--- src/rtl/chord_song_pkg.sv ---
// chord_song_pkg: ROM word layout, FSM states and helpers shared by the song reader.
// Optional build macro: SONG_LOOP_EN (repeat the song instead of stopping).
package chord_song_pkg;

    localparam int NOTE_W   = 6;
    localparam int DUR_W    = 6;
    localparam int WORD_W   = 1 + NOTE_W + DUR_W;
    localparam int DUR_LSB  = 0;
    localparam int NOTE_LSB = DUR_LSB + DUR_W;
    localparam int ADV_BIT  = NOTE_LSB + NOTE_W;

    localparam logic [NOTE_W+DUR_W-1:0] END_MARKER = '0;

    typedef enum logic [2:0] {
        S_IDLE,
        S_FETCH,
        S_WAIT_ROM,
        S_ISSUE,
        S_HOLDOFF,
        S_WAIT_BEATS,
        S_DONE
    } state_t;

    function automatic logic [WORD_W-1:0] rom_word(
        input logic              adv,
        input logic [NOTE_W-1:0] note,
        input logic [DUR_W-1:0]  dur
    );
        return {adv, note, dur};
    endfunction

    // The advance bit of an end marker carries no meaning.
    function automatic logic is_end_marker(input logic [WORD_W-1:0] w);
        return w[ADV_BIT-1:0] == END_MARKER;
    endfunction

endpackage

--- src/rtl/song_rom.sv ---
// song_rom: synchronous-read song table, address {song, index}, 1-cycle latency.
// Song content lives here only, so it can be replaced without touching the reader FSM.
module song_rom
    import chord_song_pkg::*;
#(
    parameter  int NUM_SONGS        = 4,
    parameter  int ENTRIES_PER_SONG = 32,
    localparam int SONG_W = (NUM_SONGS > 1) ? $clog2(NUM_SONGS) : 1,
    localparam int IDX_W  = $clog2(ENTRIES_PER_SONG),
    localparam int ADDR_W = SONG_W + IDX_W
) (
    input  logic              clk,
    input  logic [ADDR_W-1:0] addr,
    output logic [WORD_W-1:0] data
);

    logic [SONG_W-1:0] sel;
    logic [IDX_W-1:0]  idx;
    logic [WORD_W-1:0] word;

    assign sel = addr[ADDR_W-1:IDX_W];
    assign idx = addr[IDX_W-1:0];

    always_comb begin
        word = rom_word(1'b0, '0, '0);
        case (sel)
            SONG_W'(0): begin
                case (idx)
                    IDX_W'(0): word = rom_word(1'b0, 6'd10, 6'd4);
                    IDX_W'(1): word = rom_word(1'b0, 6'd14, 6'd4);
                    IDX_W'(2): word = rom_word(1'b1, 6'd17, 6'd4);
                    default:   word = rom_word(1'b0, '0, '0);
                endcase
            end
            SONG_W'(1): begin
                case (idx)
                    IDX_W'(0): word = rom_word(1'b1, 6'd20, 6'd0);
                    IDX_W'(1): word = rom_word(1'b1, 6'd25, 6'd1);
                    default:   word = rom_word(1'b0, '0, '0);
                endcase
            end
            // Full-length song with no end marker: note = index + 1.
            SONG_W'(2): begin
                word = rom_word(1'b0, NOTE_W'(idx) + 1'b1, DUR_W'(1));
            end
            default: begin
                case (idx)
                    IDX_W'(0): word = rom_word(1'b1, 6'd40, 6'd2);
                    IDX_W'(1): word = rom_word(1'b1, 6'd45, 6'd2);
                    default:   word = rom_word(1'b0, '0, '0);
                endcase
            end
        endcase
    end

    always_ff @(posedge clk) begin
        data <= word;
    end

endmodule

--- src/rtl/chord_song_reader.sv ---
// chord_song_reader: walks a song ROM and hands note/duration pairs to the chord player.
// Build macro SONG_LOOP_EN: restart the song at index 0 instead of stopping in DONE.
module chord_song_reader
    import chord_song_pkg::*;
#(
    parameter  int NUM_SONGS        = 4,
    parameter  int ENTRIES_PER_SONG = 32,
    parameter  int HOLDOFF          = 2,
    localparam int SONG_W = (NUM_SONGS > 1) ? $clog2(NUM_SONGS) : 1,
    localparam int IDX_W  = $clog2(ENTRIES_PER_SONG),
    localparam int HOLD_W = (HOLDOFF > 1) ? $clog2(HOLDOFF) : 1
) (
    input  logic              clk,
    input  logic              reset,
    input  logic              play,
    input  logic [SONG_W-1:0] song,
    input  logic              beat,
    input  logic              player_ready,
    output logic [NOTE_W-1:0] note,
    output logic [DUR_W-1:0]  duration,
    output logic              new_note,
    output logic              song_done
);

    state_t state_q, state_d;

    logic [SONG_W-1:0]       song_q;
    logic [IDX_W-1:0]        index_q;
    logic                    adv_q;
    logic [NOTE_W-1:0]       note_q;
    logic [DUR_W-1:0]        dur_q;
    logic [HOLD_W-1:0]       hold_q;
    logic [DUR_W-1:0]        beat_q;
    logic                    done_q;
    logic [SONG_W+IDX_W-1:0] rom_addr;
    logic [WORD_W-1:0]       rom_data;

    logic latch_song;
    logic load_word;
    logic issue;
    logic hold_inc;
    logic load_beats;
    logic dec_beat;
    logic next_entry;
    logic inc_index;
    logic clr_index;
    logic finish;
    logic done_set;
    logic hold_last;
    logic index_last;

    assign rom_addr   = {song_q, index_q};
    assign hold_last  = (hold_q == HOLD_W'(HOLDOFF - 1));
    assign index_last = (index_q == IDX_W'(ENTRIES_PER_SONG - 1));

    song_rom #(
        .NUM_SONGS        (NUM_SONGS),
        .ENTRIES_PER_SONG (ENTRIES_PER_SONG)
    ) u_rom (
        .clk  (clk),
        .addr (rom_addr),
        .data (rom_data)
    );

    always_ff @(posedge clk or negedge reset) begin
        if (!reset) begin
            state_q <= S_IDLE;
        end else begin
            state_q <= state_d;
        end
    end

    always_comb begin
        state_d    = state_q;
        latch_song = 1'b0;
        load_word  = 1'b0;
        issue      = 1'b0;
        hold_inc   = 1'b0;
        load_beats = 1'b0;
        dec_beat   = 1'b0;
        next_entry = 1'b0;
        inc_index  = 1'b0;
        clr_index  = 1'b0;
        finish     = 1'b0;
        unique case (state_q)
            S_IDLE: begin
                if (play) begin
                    latch_song = 1'b1;
                    state_d    = S_FETCH;
                end
            end
            S_FETCH: begin
                state_d = S_WAIT_ROM;
            end
            S_WAIT_ROM: begin
                if (is_end_marker(rom_data)) begin
                    finish = 1'b1;
                end else begin
                    load_word = 1'b1;
                    state_d   = S_ISSUE;
                end
            end
            S_ISSUE: begin
                if (player_ready && play) begin
                    issue   = 1'b1;
                    state_d = S_HOLDOFF;
                end
            end
            S_HOLDOFF: begin
                if (play) begin
                    if (!hold_last) begin
                        hold_inc = 1'b1;
                    end else if (adv_q) begin
                        load_beats = 1'b1;
                        state_d    = S_WAIT_BEATS;
                    end else begin
                        next_entry = 1'b1;
                    end
                end
            end
            S_WAIT_BEATS: begin
                if (play) begin
                    if (beat_q == '0) begin
                        next_entry = 1'b1;
                    end else if (beat) begin
                        dec_beat = 1'b1;
                    end
                end
            end
            S_DONE: begin
                state_d = S_DONE;
            end
            default: begin
                state_d = S_IDLE;
            end
        endcase

        // Stepping past the last entry ends the song like an end marker.
        if (next_entry) begin
            if (index_last) begin
                finish = 1'b1;
            end else begin
                inc_index = 1'b1;
                state_d   = S_FETCH;
            end
        end

        if (finish) begin
`ifdef SONG_LOOP_EN
            clr_index = 1'b1;
            state_d   = S_FETCH;
`else
            state_d   = S_DONE;
`endif
        end

`ifdef SONG_LOOP_EN
        done_set = finish;
`else
        done_set = (state_d == S_DONE);
`endif
    end

    always_ff @(posedge clk or negedge reset) begin
        if (!reset) begin
            song_q  <= '0;
            index_q <= '0;
            adv_q   <= 1'b0;
            note_q  <= '0;
            dur_q   <= '0;
            hold_q  <= '0;
            beat_q  <= '0;
            done_q  <= 1'b0;
        end else begin
            if (latch_song) begin
                song_q <= song;
            end
            if (clr_index) begin
                index_q <= '0;
            end else if (inc_index) begin
                index_q <= index_q + 1'b1;
            end
            if (load_word) begin
                adv_q  <= rom_data[ADV_BIT];
                note_q <= rom_data[NOTE_LSB +: NOTE_W];
                dur_q  <= rom_data[DUR_LSB +: DUR_W];
            end
            if (issue) begin
                hold_q <= '0;
            end else if (hold_inc) begin
                hold_q <= hold_q + 1'b1;
            end
            if (load_beats) begin
                beat_q <= dur_q;
            end else if (dec_beat) begin
                beat_q <= beat_q - 1'b1;
            end
            done_q <= done_set;
        end
    end

    // The load strobe is combinational so the chord stage sees it in the
    // same cycle player_ready is granted.
    assign new_note  = issue;
    assign note      = note_q;
    assign duration  = dur_q;
    assign song_done = done_q;

endmodule

--- config.mk ---
export PLATFORM = sky130hd
export DESIGN_NAME = chord_song_reader
export DESIGN_NICKNAME = d
export VERILOG_FILES = /design/src/rtl/chord_song_pkg.sv /design/src/rtl/song_rom.sv /design/src/rtl/chord_song_reader.sv
export SDC_FILE = /design/constraint.sdc
export NUM_CORES = 1
export LEC_CHECK = 0
export BUFFER_PORTS_ARGS = -buffer_cell sky130_fd_sc_hd__buf_2
export CAP_MARGIN = 20
export CORE_MARGIN = 2
export CORE_UTILIZATION = 57
export CTS_CLUSTER_DIAMETER = 120
export DETAILED_ROUTE_END_ITERATION = 7
export MAX_ROUTING_LAYER = met4
export PLACE_DENSITY = 0.78
export SLEW_MARGIN = 10
export SYNTH_ARGS = -nofsm -noshare
export SYNTH_HDL_FRONTEND = slang
export SYNTH_SLANG_ARGS = --single-unit
--- constraint.sdc ---
create_clock -name clk -period 2.6 [get_ports clk]
set_input_delay 0 -clock clk [delete_from_list [all_inputs] [get_ports clk]]
set_output_delay 0 -clock clk [all_outputs]
set_load 0.05 [all_outputs]
==> metrics.txt, run 1 <==
outcome finished clean; post-synth top area share 0.3663; H-tree depth 2; Post-CTS Setup Bufs 0; GP Congestion 0.8524; r2r startpoint beat_q[0]$_DFFE_PN0P_; cell leakage power 1.023 nW; Initial Utilization 0.5825; ys async rst share 0.7368; synth unique cells 54; Final Hold Vio Count 0; remaining antenna violation count 0; reg2reg end index_q[1]$_DFFE_PN0P_; Worst Path Required 2830 ps; initial antenna violation count 0; FF/Latch Area 900.9 um^2; Mapped Area 1913 um^2; Post-Place Cell Area 2002 um^2; final setup violation count 0; dpl cells 233; Max stage delay cell, worst path or4_4; pwr dens 539.9 nW/um^2; delay-heaviest family, CP simple AND/OR/NAND/NOR gates; DR iter-0 viols 79; DR WL/cell 14.91 um; sequential-to-total area share from yosys stat 0.4709; post-CTS sizing 0; Antenna diodes 0; 1st-pass router iterations 4; hold endpoint hold_last$_DFFE_PN0P_; Worst Clk Skew 13.75 ps; total number of vias 1,379; CTS tree done; synth cell count leaders dfrtp_1 (28), mux2_2 (13), dfxtp_1 (10), o21ai_0 (10); most numerous cell in the Yosys netlist dfrtp_1; grt ovf 0; largest net degree at the start of global routing 29; Root Buffer clkbuf_4; Syn Inst Count 177; WHS Path Cells 4; Setup crit end kind register; final net count 212; Clock power frac 0.436; setup ws final 329.3 ps; port bufs 17; Seq cells post-synth 38; Clock Path Buffers 2; hold bufs inserted after CTS 4; Peak VDD IR 0.0003654 V; area leader, netlist dfrtp_1; CP bufs+invs 1; Final period util 0.8734; Min Clock Period, post-route 2271 ps; fillers 255; Die Wd 61.94 um; Final Power 1.160 mW; Area contributors post-synth dfrtp_1 (37%), dfxtp_1 (10%), mux2_2 (7.7%); synth warn 0; Multi-input gate area 920.9 um^2; Hold Path Class primary input to register; power share of the combinational group 0.040; Sink Count 38; CP max stage delay 550 ps; Hold Path Origin player_ready; first-pass GRT wire length 5.844 mm; leading register cell type out of synthesis dfrtp_1; CP Cell Sequence inv_1, ha_1, or4b_4, or4_4, nand2_4, mux2_4; Worst R2R Path Depth 6; Crit Path Class register to register; Worst-path clk slew 120 ps; Tightest Pin Transition 856.1 ps; Tot GR Track Use 0.2205; DRC Markers 0; Post-synth EDFFs 0; vias in the first global route 1,299; P&R area growth vs syn 12.30%; Die ar. 3836 um^2; top-level port count 21; share of post-route cells with drive strength above 1 0.2513; clock latency on the worst-skew pair 350 ps; sw frac 0.2102; switching power 243.8 uW; Vias/cell 5.629; core area 3284 um^2; Max Cap Violations 0; DP HPWL 2.629 mm; internal power 916.2 uW; peak fanout along the critical path 5; R2R Setup Slk 330 ps; crit path DAT 2510 ps; Worst Setup SP beat_q[0]$_DFFE_PN0P_; Finished Cell Area 2148 um^2; post-route insts no fill 245; RSZ-0062 raised after global routing false; die height 61.94 um; CTS Buf Count 5; FMAX 440.4 MHz; total routed wirelength 3.653 mm; Rel. slew slack 0.4212; pre-CTS setup slack 366.5 ps; sequential share of power 0.524; Synth Area per Inst 10.81 um^2; row count 21; critical path launch point type register; TNS Setup 0 ps; fin. max-slew vios 0
-- metrics by stage --
step	hold WS, ps	utilization
after floorplan	-295.6	-
after global placement	43.88	0.6095
after CTS	51.92	0.6541
after global routing	116.5	0.6541
after detailed placement	54.16	0.6095
final	63.36	0.6541
-- worst max-delay path by stage --
stage                                  end  depth (start not counted)
detailed placement  index_q[1]$_DFFE_PN0P_                          6
CTS                 index_q[1]$_DFFE_PN0P_                          6
finish              index_q[1]$_DFFE_PN0P_                          6
floorplan             state_q[2]$_DFF_PN0_                          5
global route        index_q[1]$_DFFE_PN0P_                          6
global placement    index_q[1]$_DFFE_PN0P_                          6
-- state kept, by name (all words and copies together) (netlist names) --
| register | cells |
|---|---|
| adv_q | 1 |
| song_done | 1 |
| hold_last | 1 |
| song_q | 2 |
| beat_q | 6 |
| index_q | 5 |
| duration | 3 |
| note | 6 |
| u_rom.data | 10 |
| state_q | 3 |
-- kinds of logic (layout without fill, tap and decap cells) --
| kind of cell | count (synthesis) | in the layout | share of synthesized area |
|---|---|---|---|
| buffers and inverters | 18 | 38 | 0.05166 |
| adder cells (fa/ha/maj) | 7 | 7 | 0.04578 |
| AO/OA/AOI/OAI | 37 | 37 | 0.1289 |
| other | 1 | 3 | 0.001960 |
| multiplexers | 16 | 16 | 0.09745 |
| AND/OR/NAND/NOR | 52 | 52 | 0.1668 |
| XOR/XNOR | 8 | 8 | 0.03662 |
| flip-flops | 38 | 38 | 0.4709 |
-- cell usage in the layout (no fill, tap or decap), drive strengths merged, types with 4 or more instances in the layout --
master,Yosys,layout
clkbuf,5,5
nor3,6,6
nor2,7,7
dlygate4sd3,0,4
dfxtp,10,10
o21ai,10,10
buf,5,18
xor2,4,4
nand2,9,9
dfrtp,28,28
ha,7,7
mux2,15,15
nand3,6,6
inv,8,8
a21oi,9,9
xnor2,4,4
-- worst reg2reg max path: cells and delay by family, from the launching register on --
family | cells | cell delay (ps)
multiplexers | 1 | 310
buffers and inverters | 1 | 120
flip-flops | 1 | 410
AND/OR/NAND/NOR | 3 | 1160
adder cells (fa/ha/maj) | 1 | 150
-- power by group through the flow --
| stage | registers (mW) | clock network, mW | logic (mW) |
|---|---|---|---|
| final | 0.608 | 0.505 | 0.0462 |
| after global routing | 0.610 | 0.539 | 0.0510 |
| after CTS | 0.608 | 0.514 | 0.0461 |
| after detailed placement | 0.620 | 0 | 0.0412 |
| after global placement | 0.619 | 0 | 0.0405 |
| after floorplan | 0.615 | 0 | 0.0306 |
-- layout make-up --
cell class,count,share of cell area
clock buffer,5,0.01747
clock inverter,3,0.03203
inverter,8,0.01398
multi-input combinational,123,0.4287
sequential,38,0.4193
tap,46,0.02679
timing repair buffer,22,0.06174
-- routing by layer --
metal | share of wire | track usage | vias to the layer above | wire length, um
met1 | 0.43 | 0.2569 | 656 | 1583
met2 | 0.50 | 0.3579 | 38 | 1811
met4 | 0.023 | 0.09726 | 0 | 83
li1 | - | - | 676 | -
met3 | 0.048 | 0.05797 | 9 | 174
met5 | 0 | - | - | 0
Power figures use the tool's default switching activity.
==> run 2: changes to the inputs <==
==> constraint.sdc (replaced) <==
create_clock -name clk -period 2.6 [get_ports clk]
set_input_delay 0.13 -clock clk [delete_from_list [all_inputs] [get_ports clk]]
set_output_delay 0.13 -clock clk [all_outputs]
set_load 0.05 [all_outputs]
==> run 2 against run 1 <==
- die area unchanged
- largest power group unchanged
- critical path depth unchanged
- count of clock-buffer cells in the layout unchanged
- critical endpoint unchanged
- highest routed layer unchanged
- final cell count shrank 0.41%
==> metrics.txt, run 2 (synthesized netlist as in run 1, its figures left out) <==
DR iter-0 viols 54; Max Cap Violations 0; Largest Register u_rom.data; GR peak layer met2; Tightest Pin Transition 843.2 ps; FMAX 440.1 MHz; Rel. slew slack 0.4299; cell leakage power 1.018 nW; Worst Setup SP beat_q[0]$_DFFE_PN0P_; remaining antenna violation count 0; Worst Path Required 2840 ps; port bufs 17; Min Clock Period, post-route 2272 ps; top-level port count 21; Final Power 1.158 mW; P&R area growth vs syn 11.77%; Post-CTS Setup Bufs 0; H-tree depth 2; commonest non-fill, non-tap cell in the layout dfrtp_1; fin. max-slew vios 0; fillers 257; crit path to index_q[1]$_DFFE_PN0P_; Clock power frac 0.436; max FFs per register 10; met2 Usage GRT 0.3579; RSZ-0062 raised after global routing false; peak fanout along the critical path 5; GP Congestion 0.8524; clock latency on the worst-skew pair 350 ps; Final Hold Vio Count 0; internal power 915.2 uW; Sink Count 38; met1 Usage GRT 0.2569; die height 61.94 um; Tot GR Track Use 0.2205; met3 Resource Use GR 0.05797; pwr dens 541.6 nW/um^2; most frequent cells in the layout dfrtp_1 (28), buf_2 (17), mux2_2 (13); power share of the combinational group 0.039; Worst R2R Path Depth 6; initial antenna violation count 0; Worst-path clk slew 120 ps; final setup violation count 0; vias in the first global route 1,299; r2r startpoint beat_q[0]$_DFFE_PN0P_; Clock Path Buffers 2; total routed wirelength 3.628 mm; Setup crit end kind register; row count 21; core area 3284 um^2; sw frac 0.2097; DR WL/cell 14.87 um; Die Wd 61.94 um; Worst Clk Skew 13.21 ps; switching power 242.8 uW; 1st-pass router iterations 4; share of post-route cells with drive strength above 1 0.2525; CTS Buf Count 5; R2R Setup Slk 330 ps; grt ovf 0; critical path launch point type register; CTS tree done; crit path DAT 2510 ps; Crit Path Class register to register; final net count 211; TNS Setup 0 ps; reg2reg end index_q[1]$_DFFE_PN0P_; sequential share of power 0.525; Antenna diodes 0; Die ar. 3836 um^2; DP HPWL 2.629 mm; Root Buffer clkbuf_4; largest net degree at the start of global routing 29; first-pass GRT wire length 5.844 mm; Initial Utilization 0.5825; Final period util 0.8738; Hold Path Class primary input to register; Vias/cell 5.627; DRC Markers 0; Peak VDD IR 0.0003627 V; total number of vias 1,373; outcome finished clean
==> run 2: changes by cell type in the layout (fill, tap and decap cells not counted), sizes merged <==
cell and delta:
dlygate4sd3 -1
==> run 2: power groups by stage <==
stage / Combinational [mW] / Sequential (mW) / Clock [mW]
2_1_floorplan: 0.0306 / 0.615 / 0
6_report: 0.0448 / 0.608 / 0.505
4_1_cts: 0.0450 / 0.608 / 0.514
3_5_place_dp: 0.0412 / 0.620 / 0
3_3_place_gp: 0.0405 / 0.619 / 0
5_1_grt: 0.0499 / 0.610 / 0.539
==> run 2: cell type report <==
type                    instances  area [um^2]  area share
well taps                      46        57.56     0.02692
clock inverters                 3        68.82     0.03218
multi-input cells             123        920.9      0.4307
inverters                       8        30.03     0.01404
clock buffers                   5        37.54     0.01755
repair buffers                 21        122.6     0.05734
flip-flops and latches         38        900.9      0.4213
==> run 2: worst min-delay path by stage <==
stage	cells past startpoint	start	endpoint
2_1_floorplan	0	reset	adv_q$_DFFE_PN0P_
3_3_place_gp	1	reset	song_done$_DFF_PN0_
3_5_place_dp	1	reset	song_done$_DFF_PN0_
4_1_cts	3	play	hold_last$_DFFE_PN0P_
5_1_grt	3	play	hold_last$_DFFE_PN0P_
6_report	3	play	hold_last$_DFFE_PN0P_
==> run 2: what timing repair did <==
action,CTS,global route
hold buffers,3,0
gates resized for setup,0,0
endpoints found under the hold margin,30,0
endpoints found under the setup margin,0,0
==> run 2: metal layers <==
layer  vias up  share of wire
met5         -              0
met4         0          0.024
met3        11          0.044
met2        37           0.50
met1       651           0.43
li1        674              -
==> run 2: metrics by stage <==
step                      setup slack, ps  hold WS (ps)  instances  area [um^2]  utilization
after floorplan                     476.8        -165.6        179         1921            -
after global placement              438.9         173.9        233         2002       0.6095
after detailed placement            366.5         184.2        233         2002       0.6095
after CTS                           333.3         101.7        244         2138       0.6510
after global routing                279.8         133.8        244         2138       0.6510
final                               328.0         117.7        244         2138       0.6510
==> run 2: critical path, cell delays in order, from the launching register on <==
cell and delay [ps]:
dfrtp_1 410, inv_1 120, ha_1 150, or4b_4 490
or4_4 550, nand2_4 120, mux2_4 310
